`src/rtl/wb_master_pkg.sv`:
```
// Shared types for the Wishbone burst-read master: cycle-type tags, burst
// type and the controller state encoding.
package wb_master_pkg;

  typedef enum logic [2:0] {
    CTI_CLASSIC = 3'b000,
    CTI_CONST   = 3'b001,
    CTI_INCR    = 3'b010,
    CTI_END     = 3'b111
  } cti_t;

  typedef enum logic [1:0] {
    BTE_LINEAR = 2'b00
  } bte_t;

  typedef enum logic [1:0] {
    IDLE,
    WAIT_SPACE,
    BURST,
    FINISH
  } state_t;

  localparam logic [3:0]  SEL_ALL    = 4'hF;
  localparam logic [31:0] WORD_BYTES = 32'd4;

endpackage

```
`src/rtl/wshb_if.sv`:
```
// Read-side Wishbone B4 bundle between a burst master and a 32-bit slave.
interface wshb_if;

  logic        cyc;
  logic        stb;
  logic        we;
  logic [3:0]  sel;
  logic [31:0] adr;
  logic [2:0]  cti;
  logic [1:0]  bte;
  logic [31:0] dat_sm;
  logic        ack;
  logic        err;
  logic        rty;

  modport master (
    output cyc, stb, we, sel, adr, cti, bte,
    input  dat_sm, ack, err, rty
  );

  modport slave (
    input  cyc, stb, we, sel, adr, cti, bte,
    output dat_sm, ack, err, rty
  );

endinterface

```
`src/rtl/wb_rd_fifo.sv`:
```
// First-word-fall-through FIFO: the head word is on dout whenever empty is low.
// DEPTH must be a power of two and at least 2.
module wb_rd_fifo #(
  parameter int DEPTH = 16,
  parameter int W     = 32
) (
  input  logic                     clk,
  input  logic                     rst_n,
  input  logic                     push,
  input  logic [W-1:0]             din,
  input  logic                     pop,
  output logic [W-1:0]             dout,
  output logic [$clog2(DEPTH):0]   count,
  output logic                     empty,
  output logic                     full
);

  localparam int AW = $clog2(DEPTH);

  logic [W-1:0]  mem [DEPTH];
  logic [AW-1:0] wr_ptr;
  logic [AW-1:0] rd_ptr;
  logic          do_push;
  logic          do_pop;

  assign do_push = push & ~full;
  assign do_pop  = pop & ~empty;

  // NOTE: sequential state is written with non-blocking assignments only, so
  // every flop samples the pre-edge value of every other flop.
  always_ff @(posedge clk or negedge rst_n) begin
    if (!rst_n) begin
      wr_ptr <= '0;
      rd_ptr <= '0;
      count  <= '0;
    end else begin
      if (do_push) wr_ptr <= wr_ptr + AW'(1);
      if (do_pop)  rd_ptr <= rd_ptr + AW'(1);
      case ({do_push, do_pop})
        2'b10:   count <= count + (AW+1)'(1);
        2'b01:   count <= count - (AW+1)'(1);
        default: count <= count;
      endcase
    end
  end

  // NOTE: the storage array has no reset; emptiness is tracked by count, so
  // stale words are never observable and the array can map to plain RAM.
  always_ff @(posedge clk) begin
    if (do_push) mem[wr_ptr] <= din;
  end

  assign dout  = mem[rd_ptr];
  assign empty = (count == '0);
  assign full  = (count == (AW+1)'(DEPTH));

endmodule

```
`src/rtl/wb_burst_reader.sv`:
```
// Wishbone master that reads nwords words in incrementing bursts, issuing a
// burst only when the output FIFO can absorb all of it, and streams them out.
module wb_burst_reader
  import wb_master_pkg::*;
#(
  parameter int BURST_LEN  = 8,
  parameter int FIFO_DEPTH = 16,
  parameter int CNT_W      = 16
) (
  input  logic             clk,
  input  logic             reset_n,
  input  logic             start,
  input  logic [31:0]      base_adr,
  input  logic [CNT_W-1:0] nwords,
  output logic             busy,
  output logic             done,
  output logic             err,
  wshb_if.master           wb_m,
  output logic [31:0]      out_data,
  output logic             out_valid,
  input  logic             out_ready
);

  localparam int BEAT_W = $clog2(BURST_LEN) + 1;
  localparam int CNT_FW = $clog2(FIFO_DEPTH) + 1;

  state_t             state_q;
  state_t             state_d;
  logic [31:0]        adr_q;
  logic [CNT_W-1:0]   remaining_q;
  logic [BEAT_W-1:0]  beats_left_q;
  logic               single_q;
  logic               done_q;
  logic               err_q;

  logic [CNT_FW-1:0]  fifo_count;
  logic               fifo_empty;
  logic               fifo_full;
  logic [BEAT_W-1:0]  burst_beats;
  logic               room_ok;
  logic               beat_ack;
  logic               bus_err;
  logic               last_beat;

  // NOTE: every signal assigned in an always_comb gets a default first, so no
  // path through the block can leave it unassigned and infer a latch.
  always_comb begin
    burst_beats = (remaining_q >= CNT_W'(BURST_LEN)) ? BEAT_W'(BURST_LEN)
                                                     : remaining_q[BEAT_W-1:0];
    room_ok     = (CNT_FW'(FIFO_DEPTH) - fifo_count) >= CNT_FW'(burst_beats);
    bus_err     = (state_q == BURST) & wb_m.err;
    // rty and err both override ack; a retried beat repeats the same address.
    beat_ack    = (state_q == BURST) & wb_m.ack & ~wb_m.err & ~wb_m.rty;
    last_beat   = (beats_left_q == BEAT_W'(1));
  end

  always_ff @(posedge clk or negedge reset_n) begin
    if (!reset_n) state_q <= IDLE;
    else          state_q <= state_d;
  end

  always_comb begin
    state_d = state_q;
    case (state_q)
      IDLE:       if (start) state_d = (nwords == '0) ? FINISH : WAIT_SPACE;
      WAIT_SPACE: if (room_ok) state_d = BURST;
      BURST: begin
        if (bus_err)
          state_d = IDLE;
        else if (beat_ack && last_beat)
          state_d = (remaining_q == CNT_W'(1)) ? FINISH : WAIT_SPACE;
      end
      FINISH:     state_d = IDLE;
      default:    state_d = IDLE;
    endcase
  end

  always_ff @(posedge clk or negedge reset_n) begin
    if (!reset_n) begin
      adr_q        <= '0;
      remaining_q  <= '0;
      beats_left_q <= '0;
      single_q     <= 1'b0;
      done_q       <= 1'b0;
      err_q        <= 1'b0;
    end else begin
      case (state_q)
        IDLE: if (start) begin
          adr_q       <= base_adr & ~32'd3;
          remaining_q <= nwords;
        end
        WAIT_SPACE: if (room_ok) begin
          beats_left_q <= burst_beats;
          single_q     <= (burst_beats == BEAT_W'(1));
        end
        BURST: if (beat_ack) begin
          adr_q        <= adr_q + WORD_BYTES;
          remaining_q  <= remaining_q - CNT_W'(1);
          beats_left_q <= beats_left_q - BEAT_W'(1);
        end
        default: ;
      endcase
      done_q <= (state_q == FINISH);
      err_q  <= bus_err;
    end
  end

  always_comb begin
    wb_m.cyc = 1'b0;
    wb_m.stb = 1'b0;
    wb_m.cti = CTI_CLASSIC;
    if (state_q == BURST) begin
      wb_m.cyc = 1'b1;
      wb_m.stb = 1'b1;
      if (!single_q) wb_m.cti = last_beat ? CTI_END : CTI_INCR;
    end
  end

  assign wb_m.we  = 1'b0;
  assign wb_m.sel = SEL_ALL;
  assign wb_m.bte = BTE_LINEAR;
  assign wb_m.adr = adr_q;
  assign busy     = (state_q != IDLE);
  assign done     = done_q;
  assign err      = err_q;

  wb_rd_fifo #(
    .DEPTH (FIFO_DEPTH),
    .W     (32)
  ) u_fifo (
    .clk   (clk),
    .rst_n (reset_n),
    .push  (beat_ack),
    .din   (wb_m.dat_sm),
    .pop   (out_valid & out_ready),
    .dout  (out_data),
    .count (fifo_count),
    .empty (fifo_empty),
    .full  (fifo_full)
  );

  assign out_valid = ~fifo_empty;

  // A burst only starts with room for all its beats, so pushes never meet a full FIFO.
  assert property (@(posedge clk) disable iff (!reset_n) !(beat_ack && fifo_full));

endmodule

```
`src/flat_wrapper.sv`:
```
// flat-port wrapper written by rule: the top's interface ports become plain ports
module wb_burst_reader_flat import wb_master_pkg::*;
#(
  parameter int BURST_LEN  = 8,
  parameter int FIFO_DEPTH = 16,
  parameter int CNT_W      = 16
)
  (clk, reset_n, start, base_adr, nwords, busy, done, err, out_data, out_valid, out_ready, wb_m_cyc, wb_m_stb, wb_m_we, wb_m_sel, wb_m_adr, wb_m_cti, wb_m_bte, wb_m_dat_sm, wb_m_ack, wb_m_err, wb_m_rty);
  wshb_if wb_m_i ();
  input  logic clk;
  input  logic reset_n;
  input  logic start;
  input  logic [31:0] base_adr;
  input  logic [CNT_W-1:0] nwords;
  output logic busy;
  output logic done;
  output logic err;
  output logic [31:0] out_data;
  output logic out_valid;
  input  logic out_ready;
  output wire logic [$bits(wb_m_i.cyc)-1:0] wb_m_cyc;
  output wire logic [$bits(wb_m_i.stb)-1:0] wb_m_stb;
  output wire logic [$bits(wb_m_i.we)-1:0] wb_m_we;
  output wire logic [$bits(wb_m_i.sel)-1:0] wb_m_sel;
  output wire logic [$bits(wb_m_i.adr)-1:0] wb_m_adr;
  output wire logic [$bits(wb_m_i.cti)-1:0] wb_m_cti;
  output wire logic [$bits(wb_m_i.bte)-1:0] wb_m_bte;
  input wire logic [$bits(wb_m_i.dat_sm)-1:0] wb_m_dat_sm;
  input wire logic [$bits(wb_m_i.ack)-1:0] wb_m_ack;
  input wire logic [$bits(wb_m_i.err)-1:0] wb_m_err;
  input wire logic [$bits(wb_m_i.rty)-1:0] wb_m_rty;
  assign wb_m_cyc = wb_m_i.cyc;
  assign wb_m_stb = wb_m_i.stb;
  assign wb_m_we = wb_m_i.we;
  assign wb_m_sel = wb_m_i.sel;
  assign wb_m_adr = wb_m_i.adr;
  assign wb_m_cti = wb_m_i.cti;
  assign wb_m_bte = wb_m_i.bte;
  assign wb_m_i.dat_sm = wb_m_dat_sm;
  assign wb_m_i.ack = wb_m_ack;
  assign wb_m_i.err = wb_m_err;
  assign wb_m_i.rty = wb_m_rty;
  wb_burst_reader #(.BURST_LEN(BURST_LEN), .FIFO_DEPTH(FIFO_DEPTH), .CNT_W(CNT_W)) u_core (.clk(clk), .reset_n(reset_n), .start(start), .base_adr(base_adr), .nwords(nwords), .busy(busy), .done(done), .err(err), .wb_m(wb_m_i), .out_data(out_data), .out_valid(out_valid), .out_ready(out_ready));
endmodule
```
`config.mk`:
```
export PLATFORM = sky130hd
export DESIGN_NAME = wb_burst_reader_flat
export DESIGN_NICKNAME = d
export VERILOG_FILES = /design/src/rtl/wb_master_pkg.sv /design/src/rtl/wshb_if.sv /design/src/rtl/wb_rd_fifo.sv /design/src/rtl/wb_burst_reader.sv /design/src/flat_wrapper.sv
export SDC_FILE = /design/constraint.sdc
export NUM_CORES = 1
export LEC_CHECK = 0
export CAP_MARGIN = 0
export CORE_UTILIZATION = 59
export DETAILED_ROUTE_END_ITERATION = 12
export PLACE_DENSITY = 0.8
export SYNTH_ARGS = -nofsm -noshare
export SYNTH_HDL_FRONTEND = slang
export SYNTH_SLANG_ARGS = --single-unit
```
`constraint.sdc`:
```
create_clock -name clk -period 4.3 [get_ports clk]
set_clock_uncertainty 0.2 [all_clocks]
set_input_delay 0.645 -clock clk [delete_from_list [all_inputs] [get_ports clk]]
set_output_delay 0.645 -clock clk [all_outputs]
set_load 0.005 [all_outputs]
```
==> load_flow_metrics.sql <==
INSERT INTO impl_metrics (metric_group, metric, value, unit) VALUES
('clocking', 'cts_tree', 'yes', ''),
('logic_synthesis', 'yosysWarningCount', '0', ''),
('drt', 'detail_route.drc_violations', '0', ''),
('global_route', 'grt_first_pass_wirelength', '81.5', 'mm'),
('power_and_ir_drop', 'finalPower', '17.0', 'mW'),
('sta', 'finalHoldViolations', '0', ''),
('placement', 'gp_congestion', '0.860', ''),
('logic_synthesis', 'synth-main-ff-cell', 'sky130_fd_sc_hd__edfxtp_1', ''),
('run', 'drv_cap', '0', ''),
('die', 'die_area', '0.0410', 'mm²'),
('sta', 'maxClockFrequency', '241', 'MHz'),
('placement', 'post_dp_cell_area', '0.0261', 'mm²'),
('global_route', 'global_route.overflow_total', '0', ''),
('clocking', 'clockRootBuffer', 'sky130_fd_sc_hd__clkbuf_16', ''),
('hold_path', 'worst_hold_path_type', 'reg -> reg', ''),
('sta', 'timing.setup.tns', '0', 'ns'),
('hold_path', 'worst_hold_path.num_cells', '1', ''),
('drt', 'detail_route.wl_per_cell', '26.9', 'µm'),
('finish', 'design_area', '0.0279', 'mm²'),
('placement', 'place.detailed.hpwl', '29.4', 'mm'),
('worst_setup_path', 'worst-r2r-setup-slack', '0.62', 'ns'),
('drt', 'drt_first_iter_violations', '1339', ''),
('drt', 'postRouteWirelength', '54.1', 'mm'),
('logic_synthesis', 'syn_inst', '1254', ''),
('placement', 'placement.io_buffers', '155', ''),
('finish', 'layout_commonest_cell', 'sky130_fd_sc_hd__edfxtp_1', ''),
('global_route', 'vias_in_the_first_global_route', '13400', ''),
('sta', 'timing_worst_slew_pin_value', '1.24', 'ns'),
('sta', 'rsz0062_at_grt', 'no', ''),
('logic_synthesis', 'synth-async-reset-ratio', '11.7', '%'),
('drt', 'first_pass_iters', '7', ''),
('placement', 'post-place-ws', '0.249', 'ns'),
('worst_setup_path', 'timing.critical_path.from_type', 'flip-flop', ''),
('worst_setup_path', 'reg2regPathDepth', '13', ''),
('finish', 'area_growth_syn_to_layout', '17.4', '%'),
('worst_setup_path', 'critPathArrivalTime', '3.31', 'ns'),
('finish', 'multiInputGateArea', '0.00630', 'mm²'),
('sta', 'timing.slew.headroom', '17.0', '%'),
('global_route', 'grt_start_max_net_pins', '77', ''),
('sta', 'post-route-worst-setup-slack', '0.144', 'ns'),
('finish', 'layout_common_cells', 'sky130_fd_sc_hd__edfxtp_1 (512), sky130_fd_sc_hd__mux4_2 (160), sky130_fd_sc_hd__clkdlybuf4s50_1 (154), sky130_fd_sc_hd__dfrtp_1 (64), sky130_fd_sc_hd__clkbuf_16 (55)', ''),
('die', 'die_height', '203', 'µm'),
('logic_synthesis', 'synth-edff-count', '512', ''),
('worst_setup_path', 'critical_path_required_time', '3.45', 'ns'),
('clocking', 'h-tree-depth', '2', ''),
('die', 'placeableCoreArea', '0.0397', 'mm²'),
('clocking', 'post_cts_resize_count', '0', ''),
('worst_setup_path', 'timing_worst_setup_path_type', 'reg -> out', ''),
('power_and_ir_drop', 'irDropWorstVdd', '0.417', 'mV'),
('die', 'floorplan.rows', '73', ''),
('logic_synthesis', 'synth_seq_area_share', '72.0', '%'),
('finish', 'nNetsFinal', '1547', ''),
('sta', 'post_layout_minimum_cycle_time', '4.16', 'ns'),
('clocking', 'cts_buffers', '55', ''),
('finish', 'postLayoutCoreUtil', '70.1', '%'),
('global_route', 'grt_antenna_before_repair', '5', ''),
('hold_path', 'hold_end', 'u_core.u_fifo.count[4]', ''),
('status', 'run_status', 'finished, final reports clean', ''),
('worst_setup_path', 'worstReg2RegStart', 'u_core.u_fifo.count[0]', ''),
('hold_path', 'timing.hold.worst.start', 'u_core.u_fifo.count[4]', ''),
('global_route', 'global_route.usage.total', '27.1', '%'),
('sta', 'period_share', '96.7', '%'),
('finish', 'seq_area', '0.0171', 'mm²'),
('drt', 'antenna_left', '0', ''),
('clocking', 'clkSlewWorstSetupHoldPaths', '0.06', 'ns'),
('logic_synthesis', 'avgSynthCellArea', '18.9', 'µm²'),
('drt', 'avgViaCountPerCell', '6.50', ''),
('clocking', 'insertion_delay', '0.60', 'ns'),
('logic_synthesis', 'syn_area', '0.0237', 'mm²'),
('finish', 'share_of_cells_above_drive_strength_1', '22.0', '%'),
('worst_setup_path', 'crit_path_max_fanout', '54', '');
worst max-delay path by stage:
stage,startpoint,end,depth (start not counted)
6_report,u_core.u_fifo.rd_ptr[1],out_data[1],4
5_1_grt,u_core.u_fifo.rd_ptr[0],out_data[1],4
4_1_cts,u_core.u_fifo.rd_ptr[0],out_data[1],4
3_5_place_dp,wb_m_ack,u_core.u_fifo.count[4],11
3_3_place_gp,wb_m_ack,u_core.u_fifo.count[4],11
2_1_floorplan,wb_m_err,u_core.u_fifo.count[4],10
area by class of cell:
class	instances	share of cell area, %
antenna	3	0.0269
clock inverter	38	1.08
multi-input combinational	586	22.6
sequential	580	61.3
timing repair buffer	197	7.32
tap	525	2.36
clock buffer	63	5.05
inverter	17	0.229
cells in the mapped netlist, types with 5 or more instances:
cell type                     n  share of area [%]
sky130_fd_sc_hd__inv_1       16               0.25
sky130_fd_sc_hd__o22ai_1     12               0.32
sky130_fd_sc_hd__nor3b_1      8               0.25
sky130_fd_sc_hd__buf_4       11               0.35
sky130_fd_sc_hd__xnor2_1      9               0.33
sky130_fd_sc_hd__edfxtp_1   512                 65
sky130_fd_sc_hd__and4_1       5               0.18
sky130_fd_sc_hd__o22a_1      14               0.52
sky130_fd_sc_hd__o21ai_0     31               0.65
sky130_fd_sc_hd__clkbuf_1    43               0.68
sky130_fd_sc_hd__a31oi_1     10               0.26
sky130_fd_sc_hd__nand2_1     52               0.82
sky130_fd_sc_hd__nor4_1       9               0.24
sky130_fd_sc_hd__nor3_1      19               0.40
sky130_fd_sc_hd__and2_1      16               0.42
sky130_fd_sc_hd__buf_2       12               0.25
sky130_fd_sc_hd__dfrtp_1     68                7.2
sky130_fd_sc_hd__buf_1       10               0.16
sky130_fd_sc_hd__mux4_2     160                 15
sky130_fd_sc_hd__a21oi_1     46               0.97
sky130_fd_sc_hd__a2bb2oi_1    9               0.33
sky130_fd_sc_hd__and3_1       9               0.24
sky130_fd_sc_hd__ha_1        22                1.2
sky130_fd_sc_hd__or4_1        6               0.19
sky130_fd_sc_hd__nand3_1     20               0.42
sky130_fd_sc_hd__nand4_1     13               0.34
sky130_fd_sc_hd__nor2_1      42               0.66
where the power goes:
group / internal, mW / leakage [nW] / switching (mW)
Sequential: 6.46 / 5.39 / 0.632
Clock: 2.55 / 0.837 / 2.08
Combinational: 3.01 / 2.87 / 2.28
timing repair:
item,CTS,global route
hold buffers,1,0
hold endpoints to repair,24,0
setup endpoints to repair,0,0
buffers inserted,0,0
critical path, cell delays in order (launching register included):
cell and delay [ns]:
sky130_fd_sc_hd__dfrtp_4 0.91, sky130_fd_sc_hd__buf_12 0.39, sky130_fd_sc_hd__mux4_2 0.39, sky130_fd_sc_hd__mux4_2 0.53, sky130_fd_sc_hd__clkdlybuf4s50_1 0.47
metrics by stage:
stage               hold WS, ns  instances
finish                    0.319       2009
global route              0.336       2008
CTS                       0.318       2006
detailed placement        0.304       1904
global placement          0.288       1904
floorplan                 0.149       1261
per-layer routing:
metal	global-route usage, %	vias to the layer above	routed length, µm
met2	44.7	615	27400
met3	4.41	119	3820
li1	-	5516	-
met1	36.9	6796	21200
met5	0	-	23
met4	9.77	4	1700
kinds of logic (layout without fill, tap and decap cells):
logic type,count (synthesis),after routing,share of synthesized area (%)
flops,580,580,72.0
compound gates,153,153,4.11
buf+inv,95,315,1.78
xor+xnor,12,12,0.443
other cells,2,12,0.0316
mux,164,164,15.4
fa+ha+maj,23,23,1.24
simple gates,225,225,5.07
state kept, by name, summed over array words and instances, names as in the netlist:
| register | cells |
|---|---|
| u_core.wb_m.adr | 30 |
| u_core.u_fifo.mem | 512 |
| u_core.u_fifo.wr_ptr | 4 |
| u_core.done | 1 |
| u_core.state_q | 2 |
| u_core.beats_left_q | 4 |
| u_core.u_fifo.count | 5 |
| u_core.u_fifo.rd_ptr | 4 |
| u_core.err | 1 |
| u_core.remaining_q | 16 |
| u_core.single_q | 1 |
Note: power is estimated with default switching activity, not from simulation.
